==> config.mk <==
export PLATFORM = sky130hd
export DESIGN_NAME = multicycle_ctrl
export DESIGN_NICKNAME = d
export VERILOG_FILES = /design/src/rtl/multicycle_ctrl.sv
export SDC_FILE = /design/constraint.sdc
export NUM_CORES = 1
export LEC_CHECK = 0
export ABC_AREA = 0
export CAP_MARGIN = 40
export CORE_MARGIN = 8
export CORE_UTILIZATION = 25
export CTS_CLUSTER_DIAMETER = 150
export DETAILED_ROUTE_END_ITERATION = 7
export SLEW_MARGIN = 25
export SYNTH_ARGS = -nofsm -noshare
export SYNTH_HDL_FRONTEND = slang
export SYNTH_SLANG_ARGS = --single-unit
==> constraint.sdc <==
create_clock -name Clk -period 1.9 [get_ports Clk]
set_input_delay 0.285 -clock Clk [delete_from_list [all_inputs] [get_ports Clk]]
set_output_delay 0.285 -clock Clk [all_outputs]
set_load 0.01 [all_outputs]
==> src/rtl/multicycle_ctrl.sv <==
// multicycle_ctrl: multi-cycle control FSM for the basic processor.
// Sequences FETCH/DECODE/EXEC/MEM/WB for the 3-bit opcode set, handshakes
// with a variable-latency data memory (with timeout), and counts retired
// instructions with a saturating counter.
module multicycle_ctrl #(
    parameter int unsigned IW          = 9,
    parameter int unsigned CW          = 16,
    parameter int unsigned MEM_TIMEOUT = 15
) (
    input  logic          Clk,
    input  logic          Reset_n,
    input  logic          start,
    input  logic [IW-1:0] instr,
    input  logic          alu_zero,
    input  logic          mem_ack,
    output logic          ir_load,
    output logic          pc_inc,
    output logic          pc_branch,
    output logic [2:0]    alu_op,
    output logic          reg_we,
    output logic          mem_req,
    output logic          mem_we,
    output logic          busy,
    output logic          done,
    output logic          err,
    output logic [CW-1:0] instr_count
);

    // Timeout counter must hold values up to MEM_TIMEOUT.
    localparam int unsigned TW = $clog2(MEM_TIMEOUT + 1);

    // Opcode map; 111 is unassigned and treated as HALT.
    localparam logic [2:0] OP_AND  = 3'b000;
    localparam logic [2:0] OP_LSH  = 3'b001;
    localparam logic [2:0] OP_RSH  = 3'b010;
    localparam logic [2:0] OP_XOR  = 3'b011;
    localparam logic [2:0] OP_LD   = 3'b100;
    localparam logic [2:0] OP_SW   = 3'b101;
    localparam logic [2:0] OP_BNE  = 3'b110;
    localparam logic [2:0] OP_HALT = 3'b111;

    // FSM state encoding.
    localparam logic [2:0] S_IDLE   = 3'd0;
    localparam logic [2:0] S_FETCH  = 3'd1;
    localparam logic [2:0] S_DECODE = 3'd2;
    localparam logic [2:0] S_EXEC   = 3'd3;
    localparam logic [2:0] S_MEM    = 3'd4;
    localparam logic [2:0] S_WB     = 3'd5;
    localparam logic [2:0] S_HALT   = 3'd6;
    localparam logic [2:0] S_ERR    = 3'd7;

    // Elaboration-time guard: a zero timeout would make MEM meaningless.
    if (MEM_TIMEOUT < 1) begin : g_bad_timeout
        $error("multicycle_ctrl: MEM_TIMEOUT must be at least 1");
    end

    logic [2:0]    state;
    logic [2:0]    state_next;
    logic [2:0]    ir_op;
    logic [TW-1:0] tmo_cnt;
    logic          is_alu_op;
    logic          is_mem_op;
    logic          tmo_last;
    logic          retire;

    // Only the opcode field of the instruction matters to the controller.
    logic unused_instr_bits;
    assign unused_instr_bits = ^instr[IW-4:0];

    // Opcode class decode of the held IR.
    assign is_alu_op = (ir_op == OP_AND) || (ir_op == OP_LSH) ||
                       (ir_op == OP_RSH) || (ir_op == OP_XOR);
    assign is_mem_op = (ir_op == OP_LD) || (ir_op == OP_SW);

    // True in the MEM cycle that would be the MEM_TIMEOUT-th without an ack.
    assign tmo_last  = (tmo_cnt == TW'(MEM_TIMEOUT - 1));

    // An instruction retires whenever the PC moves.
    assign retire    = pc_inc || pc_branch;

    // State register.
    always_ff @(posedge Clk or negedge Reset_n) begin
        if (!Reset_n) begin
            state <= S_IDLE;
        end else begin
            state <= state_next;
        end
    end

    // Next-state and output decode from state, IR opcode, alu_zero, mem_ack.
    always_comb begin
        state_next = state;
        ir_load    = 1'b0;
        pc_inc     = 1'b0;
        pc_branch  = 1'b0;
        alu_op     = 3'b000;
        reg_we     = 1'b0;
        mem_req    = 1'b0;
        mem_we     = 1'b0;
        done       = 1'b0;
        err        = 1'b0;
        busy       = (state != S_IDLE);

        case (state)
            S_IDLE: begin
                if (start) begin
                    state_next = S_FETCH;
                end
            end

            S_FETCH: begin
                ir_load    = 1'b1;
                state_next = S_DECODE;
            end

            S_DECODE: begin
                if (ir_op == OP_HALT) begin
                    state_next = S_HALT;
                end else if (is_mem_op) begin
                    state_next = S_MEM;
                end else begin
                    state_next = S_EXEC;
                end
            end

            S_EXEC: begin
                state_next = S_FETCH;
                if (ir_op == OP_BNE) begin
                    // Branch taken when operands differ (result non-zero).
                    alu_op = OP_BNE;
                    if (!alu_zero) begin
                        pc_branch = 1'b1;
                    end else begin
                        pc_inc = 1'b1;
                    end
                end else if (is_alu_op) begin
                    alu_op = ir_op;
                    reg_we = 1'b1;
                    pc_inc = 1'b1;
                end
            end

            S_MEM: begin
                mem_req = 1'b1;
                mem_we  = (ir_op == OP_SW);
                if (mem_ack) begin
                    // A store completes here; a load still needs writeback.
                    if (ir_op == OP_SW) begin
                        pc_inc     = 1'b1;
                        state_next = S_FETCH;
                    end else begin
                        state_next = S_WB;
                    end
                end else if (tmo_last) begin
                    state_next = S_ERR;
                end
            end

            S_WB: begin
                reg_we     = 1'b1;
                pc_inc     = 1'b1;
                state_next = S_FETCH;
            end

            S_HALT: begin
                done       = 1'b1;
                state_next = S_IDLE;
            end

            S_ERR: begin
                // Sticky until reset.
                err = 1'b1;
            end

            default: begin
                state_next = S_IDLE;
            end
        endcase
    end

    // Instruction register: captures the opcode during FETCH.
    always_ff @(posedge Clk or negedge Reset_n) begin
        if (!Reset_n) begin
            ir_op <= 3'b000;
        end else if (ir_load) begin
            ir_op <= instr[IW-1 -: 3];
        end
    end

    // Memory timeout counter: cleared on entry to MEM, counts no-ack cycles.
    always_ff @(posedge Clk or negedge Reset_n) begin
        if (!Reset_n) begin
            tmo_cnt <= '0;
        end else if (state == S_DECODE) begin
            tmo_cnt <= '0;
        end else if ((state == S_MEM) && !mem_ack) begin
            tmo_cnt <= tmo_cnt + TW'(1);
        end
    end

    // Retired-instruction counter: cleared on start, saturates at all-ones.
    always_ff @(posedge Clk or negedge Reset_n) begin
        if (!Reset_n) begin
            instr_count <= '0;
        end else if ((state == S_IDLE) && start) begin
            instr_count <= '0;
        end else if (retire && (instr_count != {CW{1'b1}})) begin
            instr_count <= instr_count + CW'(1);
        end
    end

endmodule

==> flow_metrics.env <==
export IMPL_clkSinkCount=26
export IMPL_dp_cells=306
export IMPL_crit_arrival_ns=1.56
export IMPL_vias=1530
export IMPL_clk_latency_ns=0.28
export IMPL_worstSetupPathType="reg -> out"
export IMPL_dp_hpwl_mm=3.08
export IMPL_cp_top_family="simple AND/OR/NAND/NOR gates"
export IMPL_finalSetupViolCount=0
export IMPL_fp_dieH_um=97.5
export IMPL_crit_buf_inv=2
export IMPL_overflow=0
export IMPL_cts_max_level=1
export IMPL_clk_pin_slew_worst_paths_ns=0.10
export IMPL_clockBufferDepth=2
export IMPL_cts_tree="built"
export IMPL_antenna_found_initial=0
export IMPL_slew_violations=0
export IMPL_p_sw_mw=0.953
export IMPL_comb_power_share_pct=49.9
export IMPL_cts_buffers_inserted=3
export IMPL_grt_pass1_vias=1555
export IMPL_fp_coreArea_sq_um=6390
export IMPL_register_area_sq_um=652
export IMPL_switching_share_pct=37.2
export IMPL_final_layout_size_suffix_gt1_share_pct=20.3
export IMPL_multi_input_area_sq_um=937
export IMPL_drtIter0Drc=31
export IMPL_reg2reg_to="instr_count[13]$_DFFE_PN0P_"
export IMPL_crit_path_max_incr_delay_ns=0.40
export IMPL_setup_slack_ns=0.0568
export IMPL_hp_class="in -> async"
export IMPL_dieArea_sq_um=9500
export IMPL_start_util_pct=26.0
export IMPL_max_cap_violations=0
export IMPL_ff2ff_path_depth=7
export IMPL_num_rows=29
export IMPL_intPower_mw=1.61
export IMPL_fmax_mhz=543
export IMPL_nets=255
export IMPL_ys_flop_type="dfrtp_1"
export IMPL_fin_util_pct=35.9
export IMPL_min_period_ns=1.84
export IMPL_die_w_um=97.5
export IMPL_max_slew_margin_pct=76.1
export IMPL_cts_root_buf="clkbuf_8"
export IMPL_pre_cts_ws_ns=-0.171
export IMPL_wl_mm=4.25
export IMPL_n_antenna_cell=0
export IMPL_syn_nets=200
export IMPL_clock_skew_ns=0.0102
export IMPL_rrSetupSlack_ns=0.11
export IMPL_synthDistinctLibCells=50
export IMPL_area_growth_pct=38.0
export IMPL_route_detailed_drc=0
export IMPL_crit_required_ns=1.62
export IMPL_crit_path_cell_trace="buf_4, and3b_2, and3_4, nor2b_1, clkdlybuf4s15_1"
export IMPL_viasPerCell=4.87
export IMPL_n_fill_cell=674
export IMPL_drtPass1Iterations=4
export IMPL_avgSynthCellArea_sq_um=9.07
export IMPL_pwr_share_seq_pct=31.9
export IMPL_place_port_buffers=35
export IMPL_p_leak_nw=1.05
export IMPL_placed_area_sq_um=2200
export IMPL_finalInstanceArea_sq_um=2290
export IMPL_synth_cell_area_sq_um=1660
export IMPL_hold_viol=0
export IMPL_ir_drop_uv=594
export IMPL_outcome="finished clean"
export IMPL_wl_per_cell_um=13.5
export IMPL_p_per_area_nw_per_um2=1120
export IMPL_track_usage_pct=9.09
export IMPL_yosysSeqAreaShare_pct=39.2
export IMPL_grt_start_max_net_pins=27
export IMPL_instances_no_fill=314
export IMPL_critPathLaunchType="flop"
export IMPL_end_kind="output port"
export IMPL_ys_warn_count=0
export IMPL_synthCells=183
export IMPL_synth_edff_count=0
export IMPL_cp_max_fo=4
export IMPL_ant_nets=0
export IMPL_async_flop_share_pct=100
export IMPL_r2r_start="ir_op[1]$_DFFE_PN0P_"
export IMPL_rsz0062_at_grt="true"
export IMPL_post_route_period_util_pct=97.0
export IMPL_grt_first_pass_wirelength_mm=7.40
export IMPL_ios=42
export IMPL_tightest_slew_ns=0.359
export IMPL_critPathSlowestCell="dfrtp_1"
export IMPL_synth_seq_cells=26
export IMPL_clockPowerShare_pct=18.2
export IMPL_globalplace_congestion=0.759
cell usage in the layout, fill, tap and decap left out, drive strengths merged, types with 2 or more instances in the layout:
master	instances
and4	2
ha	3
or3	4
o211ai	4
dfrtp	26
nand3	7
nor2	16
o21ai	12
nand2	15
o31ai	4
dlygate4sd2	6
and3	11
and3b	2
buf	26
inv	3
a21oi	13
clkdlybuf4s50	24
mux2	3
o21a	2
mux2i	4
nor3	6
a31o	3
clkdlybuf4s15	2
nor2b	4
clkbuf	5
nand2b	6
a31oi	4
registers in the layout (all words and copies together) (netlist names):
signal       flops
instr_count     16
ir_op            3
state            3
tmo_cnt          4
kinds of logic after synthesis:
family          Yosys count  synth area share (%)
xor+xnor                  1                 0.528
mux                       7                  4.45
buf+inv                  14                  4.60
simple gates             79                  26.2
flops                    26                  39.2
fa+ha+maj                 3                  2.26
compound gates           53                  22.7
cells in the mapped netlist (4+ instances only):
master | instances | area (sq um)
nor2_1 | 16 | 60.1
o31ai_1 | 4 | 30.0
o211ai_1 | 4 | 30.0
mux2i_1 | 4 | 40.0
nor2b_1 | 4 | 25.0
nand2b_1 | 6 | 37.5
nand3_1 | 6 | 30.0
o21ai_0 | 11 | 55.1
nor3_1 | 5 | 25.0
and3_1 | 11 | 68.8
a31oi_1 | 4 | 25.0
dfrtp_1 | 26 | 651
buf_2 | 4 | 20.0
nand2_1 | 15 | 56.3
or3_1 | 4 | 25.0
a21oi_1 | 13 | 65.1
metal layers:
layer / GRT usage (%) / wire [um]
met2: 14.5 / 1930
met4: 2.10 / 27
met3: 2.70 / 211
met1: 11.6 / 2080
met5: 0 / 0
per-stage QoR:
step,total power [mW],setup TNS [ns],hold slack [ns]
CTS,2.58,0,0.389
floorplan,1.57,0,-0.0106
global placement,2.08,-0.826,0.541
global route,2.77,-0.0462,0.426
detailed placement,2.09,-1.22,0.550
finish,2.56,0,0.384
final cells by class:
class / instances / share of cell area [%]
timing repair buffer: 60 / 22.6
multi-input combinational: 143 / 40.9
clock inverter: 1 / 1.31
sequential: 26 / 28.5
inverter: 4 / 0.656
tap: 77 / 4.21
clock buffer: 3 / 1.80
power groups by stage:
stage,clock network (mW),registers [mW],logic [mW]
global placement,0,0.843,1.23
finish,0.467,0.818,1.28
CTS,0.490,0.819,1.27
floorplan,0,0.793,0.773
global route,0.500,0.844,1.43
detailed placement,0,0.844,1.24
how the worst max path moves through the flow:
stage | cells after the start | slack (ns) | start | end
6_report | 5 | 0.06 | state[1]$_DFFE_PN0P_ | pc_branch
5_1_grt | 5 | -0.03 | state[1]$_DFFE_PN0P_ | reg_we
4_1_cts | 5 | 0.001 | state[1]$_DFFE_PN0P_ | alu_op[2]
3_5_place_dp | 5 | -0.17 | mem_ack | pc_inc
3_3_place_gp | 5 | -0.16 | mem_ack | pc_inc
2_1_floorplan | 7 | 0.30 | instr_count[0]$_DFFE_PN0P_ | instr_count[1]$_DFFE_PN0P_
repair_timing:
item,CTS,global route
cloned,0,0
hold buffers,0,0
gates resized for setup,15,5
buffers inserted,3,1
endpoints found under the setup margin,12,6
Note: power is estimated with default switching activity, not from simulation.
==> RTL edit, RTL diff (same flow settings) <==
Register the output `err`, with the module's reset; this adds one clock of latency there. The other outputs are not delayed to match.
--- a/src/rtl/multicycle_ctrl.sv
+++ b/src/rtl/multicycle_ctrl.sv
@@ -49,6 +49,8 @@
     localparam logic [2:0] S_HALT   = 3'd6;
     localparam logic [2:0] S_ERR    = 3'd7;
 
+    logic err_d;
+
     // Elaboration-time guard: a zero timeout would make MEM meaningless.
     if (MEM_TIMEOUT < 1) begin : g_bad_timeout
         $error("multicycle_ctrl: MEM_TIMEOUT must be at least 1");
@@ -98,7 +100,7 @@
         mem_req    = 1'b0;
         mem_we     = 1'b0;
         done       = 1'b0;
-        err        = 1'b0;
+        err_d      = 1'b0;
         busy       = (state != S_IDLE);
 
         case (state)
@@ -169,7 +171,7 @@
 
             S_ERR: begin
                 // Sticky until reset.
-                err = 1'b1;
+                err_d = 1'b1;
             end
 
             default: begin
@@ -209,5 +211,13 @@
         end
     end
 
+    always_ff @(posedge Clk or negedge Reset_n) begin
+        if (!Reset_n) begin
+            err <= '0;
+        end else begin
+            err <= err_d;
+        end
+    end
+
 endmodule
 
Formal check against the unedited RTL: no difference found for any inputs over 10 cycles, from zero or initial values and one cycle with Reset_n low; that may be too few to reach the edited logic, so the function may still have changed.
==> RTL edit against the unedited design <==
  * Worst hold slack got worse by 11 ps
  * Synthesized area fell by 1.6%
  * Setup slack improved by 5.3 ps
  * Sequential share of layout area rose by 0.15 points
  * Wire length rose by 5.9%
  * Critical endpoint is now instr_count[7]
  * Sequential cell count rose by 1
  * Via count rose by 5.6%
  * Synthesized cell count rose by 0.55%
  * Cell area rose by 3.7%
Power is not compared: it rests on default switching activity, and its combinational part moved more than twofold at a synthesized area within 25%.
==> RTL edit: results (changes against the unedited design) <==
stage,metric,value,unit,change
status,run status,completed,,unchanged
grt,vias in the first global route,1660,,was 1555
worst_setup_path,CP arrival,2040,ps,was 1560 ps
pwr,Final Total Pwr,950,uW,
synth,syn nets,201,,was 200
synth,post-synthesis sequential area ratio,0.414,,was 0.392
finish,share of layout cells above drive strength 1,0.240,,was 0.203
grt,largest net degree at the start of global routing,28,,was 27
routing,DRT antenna net count,0,,unchanged
grt,first-pass GRT wire length,7.93,mm,was 7.40 mm
synth,synth top area cells,"dfrtp_1, o21ai_0, nand2_1",,"was dfrtp_1, and3_1, a21oi_1"
finish,nets@finish,272,,was 255
finish,# diodes,0,,unchanged
sta,Slew HR,0.668,,was 0.761
placement,gpl congestion,0.869,,was 0.759
routing,vias post-DR,1615,,was 1530
synth,leading cell types by count after synthesis,"dfrtp_1, nand2_1, o21ai_0",,"was dfrtp_1, nor2_1, nand2_1"
routing,Post-Route WL,4.50,mm,was 4.25 mm
synth,Yosys warnings,0,,unchanged
routing,wire length on met3,239,microns,was 211 microns
routing,Initial DRC Count,74,,was 31
synth,Synth cell types,47,,was 50
grt,antenna violations before repair,0,,unchanged
worst_setup_path,crit path max fanout,6,,was 4
placement,Post-DP HPWL,3.33,mm,was 3.08 mm
placement,Area after DPL,2280,sq um,was 2200 sq um
RTL edit: layout make-up:
type,count,area [sq um]
Fill cell,634,3980
Multi-Input combinational cell,142,915
Clock inverter,1,5.00
Tap cell,77,96.3
Sequential cell,27,679
Inverter,9,33.8
Timing Repair Buffer,72,603
Clock buffer,3,41.3
RTL edit: metrics by stage:
stage	TNS [ps]	hold slack, ps	setup slack [ps]	cells
global route	-12.4	410	-12.4	331
global placement	-775	529	-172	321
CTS	-59.1	386	-59.1	330
finish	0	372	62.2	331
floorplan	0	-10.6	31.6	184
detailed placement	-948	530	-200	321
RTL edit: repair_timing:
item | CTS | global route
setup endpoints to repair | 13 | 10
hold endpoints to repair | 0 | 0
hold buffers | 0 | 0
gates cloned | 0 | 0
pin swaps | 0 | 4
gates resized for setup | 17 | 7
setup buffers | 5 | 1
RTL edit: path summary, 6_finish.rpt:
check                      slack [ps]      from  cells past startpoint        endpoint
setup / recovery                   60  ir_op[1]                      5  instr_count[7]
hold / removal                    370   Reset_n                      2        ir_op[0]
setup reg to reg                   60  ir_op[1]                      5  instr_count[7]
hold reg to reg                   540  state[0]                      1        state[2]
max in group asynchronous        1240   Reset_n                      2        state[1]
min in group Clk                  540  state[0]                      1        state[2]
RTL edit: layer usage:
metal	vias up	global-route usage
met2	40	0.163
met4	0	0.0391
met1	755	0.124
met3	4	0.0164
li1	816	-
met5	-	0
RTL edit: kinds of logic after synthesis:
logic type / synth area share
adders and majority gates: 0.0230
muxes: 0.0245
DFF: 0.414
xor gates and xnor gates: 0.0215
buffers and inverters: 0.0391
and+or+nand+nor: 0.256
AOI/OAI and AO/OA: 0.222
RTL edit: worst max-delay path, stage by stage (launching register included):
cell and delay, ps:
dfrtp_1 440, and4b_4 370, o21ai_4 100, a22o_4 280
or4_1 460, a21oi_1 130
